[config.mk]
export PLATFORM = sky130hd
export DESIGN_NAME = alu_control_sequencer_flat
export DESIGN_NICKNAME = d
export VERILOG_FILES = /design/src/rtl/alu_control_sequencer_if.sv /design/src/rtl/alu_control_sequencer.sv /design/src/flat_wrapper.sv
export SDC_FILE = /design/constraint.sdc
export NUM_CORES = 1
export LEC_CHECK = 0
export ABC_AREA = 0
export CAP_MARGIN = 20
export CORE_MARGIN = 5
export CORE_UTILIZATION = 29
export DETAILED_ROUTE_END_ITERATION = 10
export PLACE_DENSITY = 0.8
export SYNTH_ARGS = -nofsm -noshare
export SYNTH_HDL_FRONTEND = slang
export SYNTH_SLANG_ARGS = --single-unit
[constraint.sdc]
create_clock -name clock -period 1.6 [get_ports clock]
set_clock_uncertainty 0.05 [all_clocks]
set_input_delay 0.24 -clock clock [delete_from_list [all_inputs] [get_ports clock]]
set_output_delay 0.24 -clock clock [all_outputs]
set_load 0.005 [all_outputs]
[src/rtl/alu_control_sequencer_if.sv]
// Control bundle between the hardwired sequencer (master) and the datapath (slave):
// IR readback and memory handshake in, register enables, bus strobes and ALU opcode out.
interface alu_control_sequencer_if #(
    parameter int NREGS = 16
);
    logic [31:0]      IR;
    logic             MemReady;
    logic [NREGS-1:0] Rin;
    logic [NREGS-1:0] Rout;
    logic             PCin;
    logic             PCout;
    logic             MARin;
    logic             MDRin;
    logic             MDRout;
    logic             IRin;
    logic             Yin;
    logic             Zlowin;
    logic             Zlowout;
    logic             IncPC;
    logic             Read;
    logic [3:0]       ALUop;
    logic             Run;
    logic             Illegal;

    modport master (
        input  IR, MemReady,
        output Rin, Rout, PCin, PCout, MARin, MDRin, MDRout, IRin,
               Yin, Zlowin, Zlowout, IncPC, Read, ALUop, Run, Illegal
    );

    modport slave (
        output IR, MemReady,
        input  Rin, Rout, PCin, PCout, MARin, MDRin, MDRout, IRin,
               Yin, Zlowin, Zlowout, IncPC, Read, ALUop, Run, Illegal
    );
endinterface

[src/rtl/alu_control_sequencer.sv]
// Hardwired T-state control unit for fetch plus register-to-register ALU instructions.
// Optional build macro CTRL_ILLEGAL_TRAP_EN: an illegal opcode halts instead of acting as a nop.
module alu_control_sequencer #(
    parameter int NREGS = 16,
    parameter int OPW   = 5
) (
    input  logic                     clock,
    input  logic                     clear,
    alu_control_sequencer_if.master  bus
);
    typedef enum logic [3:0] {
        ST_RST  = 4'd0,
        ST_T0   = 4'd1,
        ST_T1   = 4'd2,
        ST_T1W  = 4'd3,
        ST_T2   = 4'd4,
        ST_T3   = 4'd5,
        ST_T4   = 4'd6,
        ST_T5   = 4'd7,
        ST_HALT = 4'd8
    } state_t;

    localparam logic [OPW-1:0] OP_ADD  = 5'b00000;
    localparam logic [OPW-1:0] OP_SUB  = 5'b00001;
    localparam logic [OPW-1:0] OP_AND  = 5'b00010;
    localparam logic [OPW-1:0] OP_OR   = 5'b00011;
    localparam logic [OPW-1:0] OP_NOP  = 5'b11010;
    localparam logic [OPW-1:0] OP_HALT = 5'b11011;

    state_t         state_r;
    logic [OPW-1:0] opcode_s;
    logic [3:0]     ra_s;
    logic [3:0]     rb_s;
    logic [3:0]     rc_s;
    logic           is_alu_s;
    logic           is_nop_s;
    logic           is_halt_s;
    logic           unused_ir_s;

    assign opcode_s    = bus.IR[31:32-OPW];
    assign ra_s        = bus.IR[26:23];
    assign rb_s        = bus.IR[22:19];
    assign rc_s        = bus.IR[18:15];
    assign unused_ir_s = ^bus.IR[14:0];

    function automatic logic [NREGS-1:0] reg_select(input logic [3:0] idx);
        return {{(NREGS-1){1'b0}}, 1'b1} << idx;
    endfunction

    function automatic logic [3:0] alu_code(input logic [OPW-1:0] op);
        case (op)
            OP_ADD:  return 4'd0;
            OP_SUB:  return 4'd3;
            OP_AND:  return 4'd1;
            OP_OR:   return 4'd2;
            default: return 4'd0;
        endcase
    endfunction

    // Opcode classification; anything not recognised is illegal
    always_comb begin
        is_alu_s  = 1'b0;
        is_nop_s  = 1'b0;
        is_halt_s = 1'b0;
        case (opcode_s)
            OP_ADD, OP_SUB, OP_AND, OP_OR: is_alu_s  = 1'b1;
            OP_NOP:                        is_nop_s  = 1'b1;
            OP_HALT:                       is_halt_s = 1'b1;
            default:                       is_alu_s  = 1'b0;
        endcase
    end

    // State register with synchronous clear; MemReady only matters in T1/T1W
    always_ff @(posedge clock) begin
        if (clear) begin
            state_r <= ST_RST;
        end else begin
            case (state_r)
                ST_RST:  state_r <= ST_T0;
                ST_T0:   state_r <= ST_T1;
                ST_T1:   state_r <= bus.MemReady ? ST_T2 : ST_T1W;
                ST_T1W:  state_r <= bus.MemReady ? ST_T2 : ST_T1W;
                ST_T2:   state_r <= ST_T3;
                ST_T3: begin
                    if (is_alu_s) begin
                        state_r <= ST_T4;
                    end else if (is_halt_s) begin
                        state_r <= ST_HALT;
                    end else if (is_nop_s) begin
                        state_r <= ST_T0;
                    end else begin
`ifdef CTRL_ILLEGAL_TRAP_EN
                        state_r <= ST_HALT;
`else
                        state_r <= ST_T0;
`endif
                    end
                end
                ST_T4:   state_r <= ST_T5;
                ST_T5:   state_r <= ST_T0;
                ST_HALT: state_r <= ST_HALT;
                default: state_r <= ST_RST;
            endcase
        end
    end

    // Moore strobes decoded from the state; IR is already loaded when T3 is reached
    always_comb begin
        bus.Rin     = '0;
        bus.Rout    = '0;
        bus.PCin    = 1'b0;
        bus.PCout   = 1'b0;
        bus.MARin   = 1'b0;
        bus.MDRin   = 1'b0;
        bus.MDRout  = 1'b0;
        bus.IRin    = 1'b0;
        bus.Yin     = 1'b0;
        bus.Zlowin  = 1'b0;
        bus.Zlowout = 1'b0;
        bus.IncPC   = 1'b0;
        bus.Read    = 1'b0;
        bus.ALUop   = 4'd0;
        bus.Run     = (state_r != ST_RST) && (state_r != ST_HALT);
        bus.Illegal = 1'b0;
        case (state_r)
            ST_T0: begin
                bus.PCout  = 1'b1;
                bus.MARin  = 1'b1;
                bus.IncPC  = 1'b1;
                bus.Zlowin = 1'b1;
            end
            ST_T1: begin
                bus.Zlowout = 1'b1;
                bus.PCin    = 1'b1;
                bus.Read    = 1'b1;
                bus.MDRin   = 1'b1;
            end
            ST_T1W: begin
                bus.Read  = 1'b1;
                bus.MDRin = 1'b1;
            end
            ST_T2: begin
                bus.MDRout = 1'b1;
                bus.IRin   = 1'b1;
            end
            ST_T3: begin
                if (is_alu_s) begin
                    bus.Rout = reg_select(rb_s);
                    bus.Yin  = 1'b1;
                end else begin
                    bus.Illegal = !is_nop_s && !is_halt_s;
                end
            end
            ST_T4: begin
                bus.Rout   = reg_select(rc_s);
                bus.ALUop  = alu_code(opcode_s);
                bus.Zlowin = 1'b1;
            end
            ST_T5: begin
                bus.Zlowout = 1'b1;
                bus.Rin     = reg_select(ra_s);
            end
            default: bus.Run = bus.Run;
        endcase
    end
endmodule

[src/flat_wrapper.sv]
// flat-port wrapper written by rule: the top's interface ports become plain ports
module alu_control_sequencer_flat 
#(
    parameter int NREGS = 16,
    parameter int OPW   = 5
)
  (clock, clear, bus_IR, bus_MemReady, bus_Rin, bus_Rout, bus_PCin, bus_PCout, bus_MARin, bus_MDRin, bus_MDRout, bus_IRin, bus_Yin, bus_Zlowin, bus_Zlowout, bus_IncPC, bus_Read, bus_ALUop, bus_Run, bus_Illegal);
  alu_control_sequencer_if #(.NREGS(NREGS)) bus_i ();
  input  logic clock;
  input  logic clear;
  input wire logic [$bits(bus_i.IR)-1:0] bus_IR;
  input wire logic [$bits(bus_i.MemReady)-1:0] bus_MemReady;
  output wire logic [$bits(bus_i.Rin)-1:0] bus_Rin;
  output wire logic [$bits(bus_i.Rout)-1:0] bus_Rout;
  output wire logic [$bits(bus_i.PCin)-1:0] bus_PCin;
  output wire logic [$bits(bus_i.PCout)-1:0] bus_PCout;
  output wire logic [$bits(bus_i.MARin)-1:0] bus_MARin;
  output wire logic [$bits(bus_i.MDRin)-1:0] bus_MDRin;
  output wire logic [$bits(bus_i.MDRout)-1:0] bus_MDRout;
  output wire logic [$bits(bus_i.IRin)-1:0] bus_IRin;
  output wire logic [$bits(bus_i.Yin)-1:0] bus_Yin;
  output wire logic [$bits(bus_i.Zlowin)-1:0] bus_Zlowin;
  output wire logic [$bits(bus_i.Zlowout)-1:0] bus_Zlowout;
  output wire logic [$bits(bus_i.IncPC)-1:0] bus_IncPC;
  output wire logic [$bits(bus_i.Read)-1:0] bus_Read;
  output wire logic [$bits(bus_i.ALUop)-1:0] bus_ALUop;
  output wire logic [$bits(bus_i.Run)-1:0] bus_Run;
  output wire logic [$bits(bus_i.Illegal)-1:0] bus_Illegal;
  assign bus_i.IR = bus_IR;
  assign bus_i.MemReady = bus_MemReady;
  assign bus_Rin = bus_i.Rin;
  assign bus_Rout = bus_i.Rout;
  assign bus_PCin = bus_i.PCin;
  assign bus_PCout = bus_i.PCout;
  assign bus_MARin = bus_i.MARin;
  assign bus_MDRin = bus_i.MDRin;
  assign bus_MDRout = bus_i.MDRout;
  assign bus_IRin = bus_i.IRin;
  assign bus_Yin = bus_i.Yin;
  assign bus_Zlowin = bus_i.Zlowin;
  assign bus_Zlowout = bus_i.Zlowout;
  assign bus_IncPC = bus_i.IncPC;
  assign bus_Read = bus_i.Read;
  assign bus_ALUop = bus_i.ALUop;
  assign bus_Run = bus_i.Run;
  assign bus_Illegal = bus_i.Illegal;
  alu_control_sequencer #(.NREGS(NREGS), .OPW(OPW)) u_core (.clock(clock), .clear(clear), .bus(bus_i));
endmodule
# == Word level (Yosys, flattened, before mapping) ==
# Index checks and enable logic that the tools add are counted.
# classes
eq_ne,14
shifts,3
muxes,22
reduce_logical,12
# op_table
cell,n
$shl A1 B4 Y16 const A,3
$mux W16,2
$pmux W16 S2,1
$pmux W4 S7,1
$eq A4 B3 Y1 const B,4
$mux W1,13
$mux W4,3
$eq A5 B2 Y1 const B,2
$eq A5 B5 Y1 const B,2
$eq A4 B2 Y1 const B,2
$reduce_or A2 Y1,4
$pmux W2 S3,1
$eq A5 B1 Y1 const B,1
$logic_not A5 Y1,1
$eq A4 B1 Y1 const B,1
$eq A4 B4 Y1 const B,1
$logic_not A4 Y1,1
$ne A4 B4 Y1 const B,1
$reduce_bool A4 Y1,1
$reduce_or A4 Y1,1
$mux W3,1
$logic_and A1 B1 Y1,2
$logic_not A1 Y1,2
# totals
register_bits,4
in_bits,35
output_inout_bits,49
elab_cells,52

# == Longest topological paths before layout ==
# logic_depth
word_depth,6
ltp_mapped,5
ltp_nobuf,3

# == Worst setup path after synthesis ==
# OpenSTA, ideal clock, no wires.
# synth_timing
path_kind,flip-flop to output port
from,register u_core.state_r[0]
to,output port bus_Rout[14]
arrival_time_ns,1.127
required_time_ns,1.310
path_slack_ns,0.183
stages_incl_launch_ff,5
n_path_buf,1
path_cell_list,dfxtp_1 > buf_4 > and4bb_1 > nand2_1 > o32ai_1
# synth_via
elab_chain_len,2
word_cells_on_any_way,3
classes_between,eq/ne: 2; mux: 1
# synth_rtl
item,line,text
from (decl),alu_control_sequencer.sv:30,state_t state_r;
from (signal assigned),alu_control_sequencer.sv:81,ST_T1: state_r <= bus.MemReady ? ST_T2 : ST_T1W;
from (signal assigned),alu_control_sequencer.sv:82,ST_T1W: state_r <= bus.MemReady ? ST_T2 : ST_T1W;
"$eq A4 B3 Y1, on equally long branches",-,
$pmux W16 S2 *,alu_control_sequencer.sv:125,case (state_r)
to (decl),flat_wrapper.sv:14,output wire logic [$bits(bus_i.Rout)-1:0] bus_Rout;
# Mark *: on every way between the ends. The rest lies on a longest branch, timed or not.

# == Worst setup path after layout ==
# layout_timing
from,register u_core.state_r[0]
to,output port bus_Rout[7]
# The elaborated chain is that of the path after synthesis.

==> key figures <==
STA
  • Final hold violation count: 0
  • Min Tclk post-route: 1920 ps
  • Post-route clock period utilization: 1.20
  • Final setup vio count: 37
  • Fmax: 520 MHz
  • RSZ-0062 raised after global routing: true
  • Worst setup margin: -322 ps
  • Final slew viol count: 0

Job
  • Max_cap viols: 0

Power
  • Power per cell area: 319 nW/um2
  • Final Power: 0.666 mW
  • P_leak: 0.963 nW
  • Peak VDD IR: 0.000351 V

Floorplanning
  • Placeable core region: 2760 um2
  • Horiz. Die Dim: 63.5 um
  • Rows: 19
  • Die H: 63.5 um
  • Die area: 4040 um2
  • # IOs: 84
  • Starting Density: 0.301

Placed design
  • IO buf count: 66
  • Global placement routability congestion: 0.874
  • Detailed placement HPWL: 2.93 mm
  • Pre-CTS setup slack: -745 ps

Run status
  • Status: finished, violations left
  • Failing checks: setup timing

CTS
  • # clock sinks: 4
  • Clk slew on worst S/H paths: 40 ps
  • CTS buffer count: 3
  • Max Buffers Root-to-Sink: 2
  • Clk root buf: clkbuf_4
  • H-Tree Depth: 1
  • CTS Hold Bufs: 0
  • Worst-Skew Late Latency: 240 ps
  • CTS tree: yes

Global route
  • Largest net degree at the start of global routing: 11
  • Antenna violations before repair: 0
  • GR Layer Usage met1: 0.241
  • Most Crowded Layer GR: met2
  • Vias in the first global route: 1634
  • Global-route wire length before repair: 7.85 mm
  • Routing usage on met2: 0.426
  • Total GRT Usage: 0.235
  • Total gr overflow: 0
  • Met3 Usage GRT: 0.0586

Finish
  • Commonest non-fill, non-tap cell in the layout: buf_4
  • Synth-to-layout area growth: 151%
  • Finished Core Util: 0.757
  • Layout cells sized above 1: 0.690
  • Nets: 279
  • Largest Register: u_core.state_r
  • Max FFs per register: 4
  • Top Registers: u_core.state_r x4
  • Most frequent cells in the layout: 46 x buf_4, 38 x buf_2, 21 x buf_6
  • ANT cells: 0

Synth
  • Top cell type's share of synthesized area: 0.0964
  • Ys flop type: dfxtp_1
  • Ys async rst share: 0
  • Sequential share of the synthesized area: 0.0964
  • Top post-synthesis cells by area: dfxtp_1 9.6%, nor2_1 9.0%, buf_4 8.1%, o22ai_1 4.5%, nand4b_1 4.2%
  • Post-synth EDFFs: 0
  • Avg Synthesized Cell Area: 6.81 um2
  • Mapped cell area: 831 um2
  • Synthesis Warnings: 0
  • Synthesized instance count: 122
  • Leading area contributor after synthesis: dfxtp_1
  • Yosys reg bits: 4
  • Synth cell types: 42

Worst setup path
  • Setup CP Type: reg2out
  • Worst EP arrival: 1630 ps
  • Cells along the critical path: and4bb_1, buf_6, buf_6, nand3b_1, o22ai_1, buf_2
  • Top cell by count, worst path: buf_6
  • Buffers and inverters on the worst path: 3
  • Slowest Stage Delay on Critical Path: 330 ps
  • Critical-path top delay cell: dfxtp_2
  • CP Launch Type: flop
  • Crit path max fanout: 4
  • Data required, critical path: 1310 ps
  • Crit path max-delay family: simple AND/OR/NAND/NOR gates
  • Crit end category: output port

Worst hold path
  • HP Class: reg2reg

Route
  • DRT Pass-1 Iters: 4
  • Post-Route WL: 4.96 mm
  • Residual DRC: 0
  • DR vias/cell: 5.57
  • Routed WL per cell: 18.2 um
  • DR iter-0 viols: 61
  • Via count: 1521
  • Post-route ant nets: 0
==> synthesized netlist by cell type, types with 2 or more instances <==
cell / number
nor2_1: 20
buf_4: 9
o21ai_0: 6
o22ai_1: 6
nand2_1: 5
nand2b_1: 5
nand3_1: 5
nor3_1: 5
dfxtp_1: 4
nand3b_1: 4
nand4b_1: 4
o32ai_1: 4
and3_1: 3
inv_1: 3
nand4_1: 3
nor2b_1: 3
a21oi_2: 2
and4bb_1: 2
nor3_2: 2
nor3b_1: 2
o21a_1: 2
or3b_1: 2
xor2_1: 2
==> stage by stage <==
stage / std cells / hold slack (ps) / instance area (um2) / setup TNS, ps
6_report: 273 / 552 / 2090 / -7300
5_1_grt: 273 / 558 / 2090 / -9310
4_1_cts: 270 / 552 / 1960 / -6380
3_5_place_dp: 237 / 576 / 1670 / -20830
3_3_place_gp: 237 / 567 / 1670 / -19140
2_1_floorplan: 123 / 267 / 835 / 0
==> worst reg2reg max path: stages (launching register included) <==
cell,delay (ps)
dfxtp_2,330
buf_4,180
or3b_4,240
a21oi_2,50
buf_4,120
buf_4,120
buf_4,120
buf_4,120
o31a_1,260
==> power breakdown <==
part           leakage (nW)  switching, mW  total (mW)  internal [mW]
Combinational         0.915          0.189       0.415          0.226
Sequential           0.0343        0.00833       0.119          0.110
Clock                0.0138         0.0480       0.132         0.0843
Total                 0.963          0.245       0.666          0.420
==> path summary, 6_finish.rpt <==
kind	startpoint	end	slack, ps	cells after the start
worst max-delay path	u_core.state_r[0]	bus_Rout[7]	-320	6
worst min-delay path	u_core.state_r[3]	u_core.state_r[2]	550	2
worst max register to register	u_core.state_r[0]	u_core.state_r[1]	-110	8
worst min register to register	u_core.state_r[3]	u_core.state_r[2]	550	2
==> layer usage <==
metal  vias up  routed length [um]  share of wire
met5         -                   0              0
met4         0                 204          0.041
met3        25                 437          0.088
met2       101                2590           0.52
met1       701                1730           0.35
li1        694                   -              -
==> cell type report <==
class | count | area [um2]
clock buffers | 3 | 22.5
fillers | 196 | 671
inverters | 3 | 11.3
multi-input cells | 103 | 930
flip-flops and latches | 4 | 85.1
well taps | 31 | 38.8
repair buffers | 129 | 1000
==> cells by family (layout without fill, tap and decap cells) <==
family                    count (synthesis)  after routing  synth area share
and+or+nand+nor                          74             74             0.548
AOI/OAI and AO/OA                        25             25             0.206
buffers and inverters                    16            135             0.123
DFF                                       4              4            0.0964
xor gates and xnor gates                  2              2            0.0211
other                                     1              2           0.00451
==> what timing repair did <==
| action | 4_1_cts | 5_1_grt |
|---|---|---|
| gates cloned | 0 | 0 |
| endpoints found under the setup margin | 47 | 48 |
| hold endpoints to repair | 0 | 0 |
| pin swaps | 34 | 19 |
| buffers inserted | 30 | 8 |
| resized for setup | 236 | 45 |
Power figures use the tool's default switching activity.
